<file path="src/rtl/multi_channel_timer.sv">
// Multi-channel compare/PWM timer: WIDTH-bit counter with shadowed period/compares; up, up/down or one-shot counting.
// Outputs registered, pulses coincide with the new count; external events act on the 3rd clock after their rise; no backpressure.
module multi_channel_timer #(
    parameter int WIDTH  = 8,
    parameter int NUM_CH = 2
) (
    input  logic                    i_clk,
    input  logic                    rst,
    input  logic                    i_timer_event,
    input  logic [3:0]              i_clk_control,
    input  logic [1:0]              i_mode_timer,
    input  logic [WIDTH-1:0]        i_period,
    input  logic [NUM_CH*WIDTH-1:0] i_compare,
    input  logic                    i_update,
    output logic [WIDTH-1:0]        o_count,
    output logic                    o_dir,
    output logic                    o_overflow,
    output logic [NUM_CH-1:0]       o_compare_interrupt,
    output logic [NUM_CH-1:0]       o_pwm,
    output logic                    o_running
);

    typedef enum logic [1:0] {
        MODE_STOP    = 2'd0,
        MODE_UP      = 2'd1,
        MODE_UPDN    = 2'd2,
        MODE_ONESHOT = 2'd3
    } mode_t;

    localparam logic [WIDTH-1:0] ONE = WIDTH'(1);

    mode_t             w_mode;
    mode_t             r_mode;
    logic [WIDTH-1:0]  r_count;
    logic              r_dir;
    logic              r_overflow;
    logic              r_running;
    logic [NUM_CH-1:0] r_cmp_irq;
    logic [6:0]        r_presc;
    logic [2:0]        r_ev_sync;
    logic [WIDTH-1:0]  r_period;
    logic [WIDTH-1:0]  r_cmp [NUM_CH];

    logic [6:0]        w_presc_mask;
    logic              w_presc_tick;
    logic              w_ev_rise;
    logic              w_tick;
    logic              w_enter;
    logic              w_dir_eff;
    logic              w_run_eff;
    logic [WIDTH-1:0]  w_count_nxt;
    logic              w_dir_nxt;
    logic              w_run_nxt;
    logic              w_wrap;
    logic              w_act;
    logic              w_load;
    logic [NUM_CH-1:0] w_irq;

    assign w_mode       = mode_t'(i_mode_timer);
    assign w_presc_mask = 7'((8'd1 << i_clk_control[2:0]) - 8'd1);
    assign w_presc_tick = (r_presc == w_presc_mask);
    // r_ev_sync[1:0] is the synchroniser, r_ev_sync[2] the previous synchronised level
    assign w_ev_rise    = r_ev_sync[1] & ~r_ev_sync[2];
    assign w_tick       = (w_mode != MODE_STOP) && (i_clk_control[3] ? w_ev_rise : w_presc_tick);
    assign w_enter      = (w_mode != r_mode);
    assign w_dir_eff    = (w_enter && w_mode != MODE_STOP) ? 1'b0 : r_dir;
    assign w_run_eff    = ((w_enter || i_update) && w_mode == MODE_ONESHOT) ? 1'b1 : r_running;
    assign w_load       = i_update || w_wrap || (w_mode == MODE_STOP);

    always_comb begin
        w_count_nxt = r_count;
        w_dir_nxt   = w_dir_eff;
        w_run_nxt   = w_run_eff;
        w_wrap      = 1'b0;
        w_act       = 1'b0;
        if (w_tick) begin
            case (w_mode)
                MODE_UP: begin
                    w_act = 1'b1;
                    if (r_count >= r_period) begin
                        w_count_nxt = '0;
                        w_wrap      = 1'b1;
                    end else begin
                        w_count_nxt = r_count + ONE;
                    end
                end
                MODE_ONESHOT: begin
                    if (w_run_eff) begin
                        w_act = 1'b1;
                        if (r_count >= r_period) begin
                            w_count_nxt = '0;
                            w_wrap      = 1'b1;
                            w_run_nxt   = 1'b0;
                        end else begin
                            w_count_nxt = r_count + ONE;
                        end
                    end
                end
                MODE_UPDN: begin
                    w_act = 1'b1;
                    if (r_period == '0) begin
                        w_count_nxt = '0;
                        w_dir_nxt   = 1'b0;
                        w_wrap      = 1'b1;
                    end else if (!w_dir_eff) begin
                        if (r_count >= r_period) begin
                            w_dir_nxt   = 1'b1;
                            w_count_nxt = r_period - ONE;
                        end else begin
                            w_count_nxt = r_count + ONE;
                        end
                    end else if (r_count == '0) begin
                        w_dir_nxt   = 1'b0;
                        w_count_nxt = ONE;
                        w_wrap      = 1'b1;
                    end else begin
                        w_count_nxt = r_count - ONE;
                    end
                end
                default: ;
            endcase
        end
    end

    always_comb begin
        w_irq = '0;
        o_pwm = '0;
        for (int k = 0; k < NUM_CH; k++) begin
            w_irq[k] = w_act && (w_count_nxt == r_cmp[k]);
            o_pwm[k] = (r_mode != MODE_STOP) && (r_count < r_cmp[k]);
        end
    end

    always_ff @(posedge i_clk) begin
        if (rst) begin
            r_mode     <= MODE_STOP;
            r_count    <= '0;
            r_dir      <= 1'b0;
            r_overflow <= 1'b0;
            r_cmp_irq  <= '0;
            r_running  <= 1'b0;
            r_presc    <= '0;
            r_ev_sync  <= '0;
            r_period   <= '1;
            for (int k = 0; k < NUM_CH; k++) r_cmp[k] <= '0;
        end else begin
            r_mode    <= w_mode;
            r_ev_sync <= {r_ev_sync[1:0], i_timer_event};
            r_presc   <= (i_update || w_mode == MODE_STOP || w_presc_tick) ? '0 : r_presc + 7'd1;
            // a forced reload wins over any tick arriving in the same cycle
            if (i_update) begin
                r_count    <= '0;
                r_dir      <= 1'b0;
                r_running  <= w_run_eff;
                r_overflow <= 1'b0;
                r_cmp_irq  <= '0;
            end else begin
                r_count    <= w_count_nxt;
                r_dir      <= w_dir_nxt;
                r_running  <= w_run_nxt;
                r_overflow <= w_wrap;
                r_cmp_irq  <= w_irq;
            end
            if (w_load) begin
                r_period <= i_period;
                for (int k = 0; k < NUM_CH; k++) r_cmp[k] <= i_compare[k*WIDTH +: WIDTH];
            end
        end
    end

    assign o_count             = r_count;
    assign o_dir               = r_dir;
    assign o_overflow          = r_overflow;
    assign o_compare_interrupt = r_cmp_irq;
    assign o_running           = r_running;

endmodule

</file>
<file path="config.mk">
export PLATFORM = sky130hd
export DESIGN_NAME = multi_channel_timer
export DESIGN_NICKNAME = d
export VERILOG_FILES = /design/src/rtl/multi_channel_timer.sv
export SDC_FILE = /design/constraint.sdc
export NUM_CORES = 1
export LEC_CHECK = 0
export CORE_MARGIN = 4
export CORE_UTILIZATION = 56
export DETAILED_ROUTE_END_ITERATION = 8
export PLACE_DENSITY = 0.82
export SYNTH_ARGS = -nofsm -noshare
export SYNTH_HDL_FRONTEND = slang
export SYNTH_SLANG_ARGS = --single-unit
</file>
<file path="constraint.sdc">
create_clock -name i_clk -period 4.8 [get_ports i_clk]
set_clock_uncertainty 0.05 [all_clocks]
set_input_delay 1.2 -clock i_clk [delete_from_list [all_inputs] [get_ports i_clk]]
set_output_delay 1.2 -clock i_clk [all_outputs]
set_load 0.005 [all_outputs]
</file>
==> flow_metrics.env <==
export IMPL_synth_edf_count=16
export IMPL_syn_inst=408
export IMPL_leakagePower_nw=1.74
export IMPL_switchingPower_mw=0.239
export IMPL_dp_hpwl_um=6710
export IMPL_synth_ff_type="dfxtp_1"
export IMPL_dr_pass1_iters=5
export IMPL_via_count=3055
export IMPL_synth_warnings=0
export IMPL_finalNonFillerCells=534
export IMPL_worstMarginPinSlew_ps=654
export IMPL_drtIter0Drc=165
export IMPL_slowest_stage="clkdlybuf4s50_1"
export IMPL_p_clk_frac=0.274
export IMPL_crit_top_cell="xnor2_1"
export IMPL_fin_crit_sh=0.892
export IMPL_nets=523
export IMPL_place_congestion=0.935
export IMPL_grt_max_degree=19
export IMPL_hp_start="r_ev_sync[0]$_SDFF_PP0_"
export IMPL_cts_tree="built"
export IMPL_coreArea_sq_mm=0.00635
export IMPL_grt_overflow=0
export IMPL_clk_pin_slew_worst_paths_ps=90
export IMPL_cts_buffers_inserted=5
export IMPL_p_seq_frac=0.529
export IMPL_crit_required_ps=4970
export IMPL_timing_final_max_slew_violations=0
export IMPL_cpPeakStageDelay_ps=420
export IMPL_rows=29
export IMPL_path_class="in -> reg"
export IMPL_placed_cells_incl_taps=526
export IMPL_areaGrowthSynthToFinish_pct=17.6
export IMPL_ir_drop_mv=0.149
export IMPL_postPlaceCellArea_sq_mm=0.00421
export IMPL_met1_usage=0.309
export IMPL_met3_usage=0.0400
export IMPL_powerDensity_mw_per_mm2=205
export IMPL_fmaxAchievable_ghz=0.234
export IMPL_port_buffers=48
export IMPL_pin_count=49
export IMPL_syn_nets=475
export IMPL_yosysTopAreaCell="dfxtp_1"
export IMPL_r2r_start="o_count[0]$_SDFF_PP0_"
export IMPL_die_x_um=88.7
export IMPL_antenna_found_initial=0
export IMPL_period_minus_slack_ps=4280
export IMPL_die_h_um=88.7
export IMPL_path_cells="clkdlybuf4s50_1 -> or3_1 -> ha_1 -> xnor2_1 -> xnor2_1 -> a211o_1 -> o31ai_2 -> buf_4 -> nand2_2 -> a22o_2 -> xnor2_1 -> or3_1 -> nor4_2"
export IMPL_via_per_inst=5.72
export IMPL_yosysSeqAreaShare=0.313
export IMPL_synth_top_area_share=0.181
export IMPL_min_delay_path_class="reg -> reg"
export IMPL_async_flop_share=0
export IMPL_worst_ep_arrival_time_ps=4450
export IMPL_crit_start="i_clk_control[2]"
export IMPL_crit_fanout=6
export IMPL_relSlewSlack=0.564
export IMPL_ant_nets=0
export IMPL_avgRoutedWirePerCell_um=15.8
export IMPL_setup_viol=0
export IMPL_cts_sinks=49
export IMPL_cts_root_buf="clkbuf_8"
export IMPL_fin_area_sq_mm=0.00430
export IMPL_hold_viol_final=0
export IMPL_start_util=0.575
export IMPL_cap_viol_max_count=0
export IMPL_cts_resized_gates=0
export IMPL_fin_tns_setup_ps=0
export IMPL_synth_area_leaders="dfxtp_1, edfxtp_1, ha_1"
export IMPL_die_area_sq_mm=0.00788
export IMPL_synth_cell_types=70
export IMPL_syn_area_sq_mm=0.00365
export IMPL_outcome="finished clean"
export IMPL_grt_total_usage=0.222
export IMPL_hold_buffers=0
export IMPL_grt_use_met2=0.347
export IMPL_combinationalPowerShare=0.197
export IMPL_start_kind="input pin"
export IMPL_drive_gt1_frac=0.0722
export IMPL_intPower_mw=0.642
export IMPL_swShare=0.272
export IMPL_busiest_layer="met2"
export IMPL_ys_ff_latch=49
export IMPL_rsz0062_at_grt="no"
export IMPL_clock_latency_ps=300
export IMPL_wl_um=8460
export IMPL_syn_area_per_cell_sq_um=8.95
export IMPL_crit_path_end_kind="register"
export IMPL_h_tree_depth=2
export IMPL_cts_buffer_depth=2
export IMPL_antennaDiodeCount=0
export IMPL_drc_errors=0
export IMPL_grt_pass1_wl_um=13700
export IMPL_grt_pass1_vias=2833
export IMPL_postCtsSetupBuffers=0
## per-stage QoR
stage / worst slack, ps / power (mW) / utilization / hold WS [ps]
after global routing: 264 / 0.926 / 0.676 / 409
after global placement: 317 / 0.643 / 0.663 / 367
after floorplan: 331 / 0.583 / - / 364
final: 520 / 0.881 / 0.676 / 395
after CTS: 517 / 0.888 / 0.676 / 402
after detailed placement: 204 / 0.649 / 0.663 / 380
## cells in the final DEF, fill, tap and decap left out, types with 5 or more instances in the layout
master,instances
xor2_1,5
ha_1,33
and3_1,6
nor2_1,46
and2_1,18
nand2b_1,6
inv_1,32
clkdlybuf4s50_1,48
mux2i_1,5
nand3_1,12
dfxtp_1,33
buf_4,9
nor3_1,8
clkbuf_8,5
o21ai_0,15
nor2b_1,9
edfxtp_1,16
a211o_1,9
nand2_1,9
xnor2_1,38
a21oi_1,14
o21ai_1,5
## Yosys cell counts (7+ instances only)
cell / count
nor2_1: 46
xnor2_1: 38
dfxtp_1: 33
ha_1: 33
inv_1: 32
and2_1: 18
edfxtp_1: 16
o21ai_0: 15
a21oi_1: 14
nand3_1: 12
a211o_1: 9
nand2_1: 9
nor2b_1: 9
nor3_1: 8
buf_2: 7
## kinds of logic after synthesis
family                     share of synthesized area
and+or+nand+nor                                0.216
AOI/OAI and AO/OA                              0.185
DFF                                            0.313
buffers and inverters                         0.0569
xor gates and xnor gates                       0.103
adders and majority gates                      0.113
muxes                                         0.0137
## sequential cells by signal, indices dropped and copies added (netlist names)
name	cells
o_compare_interrupt	2
r_mode	2
o_dir	1
r_cmp	16
o_count	8
r_ev_sync	3
r_presc	7
r_period	8
o_overflow	1
o_running	1
## layer usage
layer / vias to the layer above / part of all wire
met4: 0 / 0.017
li1: 1521 / -
met5: - / 0
met2: 96 / 0.47
met1: 1424 / 0.45
met3: 14 / 0.062
## power groups by stage
stage | clock network (mW) | registers (mW) | logic, mW
global placement | 0 | 0.475 | 0.169
detailed placement | 0 | 0.476 | 0.173
CTS | 0.248 | 0.466 | 0.174
global route | 0.265 | 0.469 | 0.192
floorplan | 0 | 0.470 | 0.113
finish | 0.241 | 0.466 | 0.173
## final cells by class
type,instances,area (sq um)
tap,77,96.3
inverter,32,120
clock inverter,2,15.0
sequential,49,1140
timing repair buffer,57,548
fill,522,2050
multi-input combinational,311,2300
clock buffer,6,72.6
## worst paths after layout
path	end	cells after the start	slack, ps
worst max-delay path	o_compare_interrupt[1]$_SDFF_PP0_	13	520
worst min-delay path	r_ev_sync[1]$_SDFF_PP0_	1	400
worst max register to register	o_compare_interrupt[0]$_SDFF_PP0_	12	990
worst min register to register	r_ev_sync[1]$_SDFF_PP0_	1	400
## critical path, delay by kind of cell
family                     cells  cell delay [ps]
and+or+nand+nor                4             1080
adders and majority gates      1              280
AOI/OAI and AO/OA              3              870
buffers and inverters          2              570
xor gates and xnor gates       3              430
(Power assumes the default switching activity.)
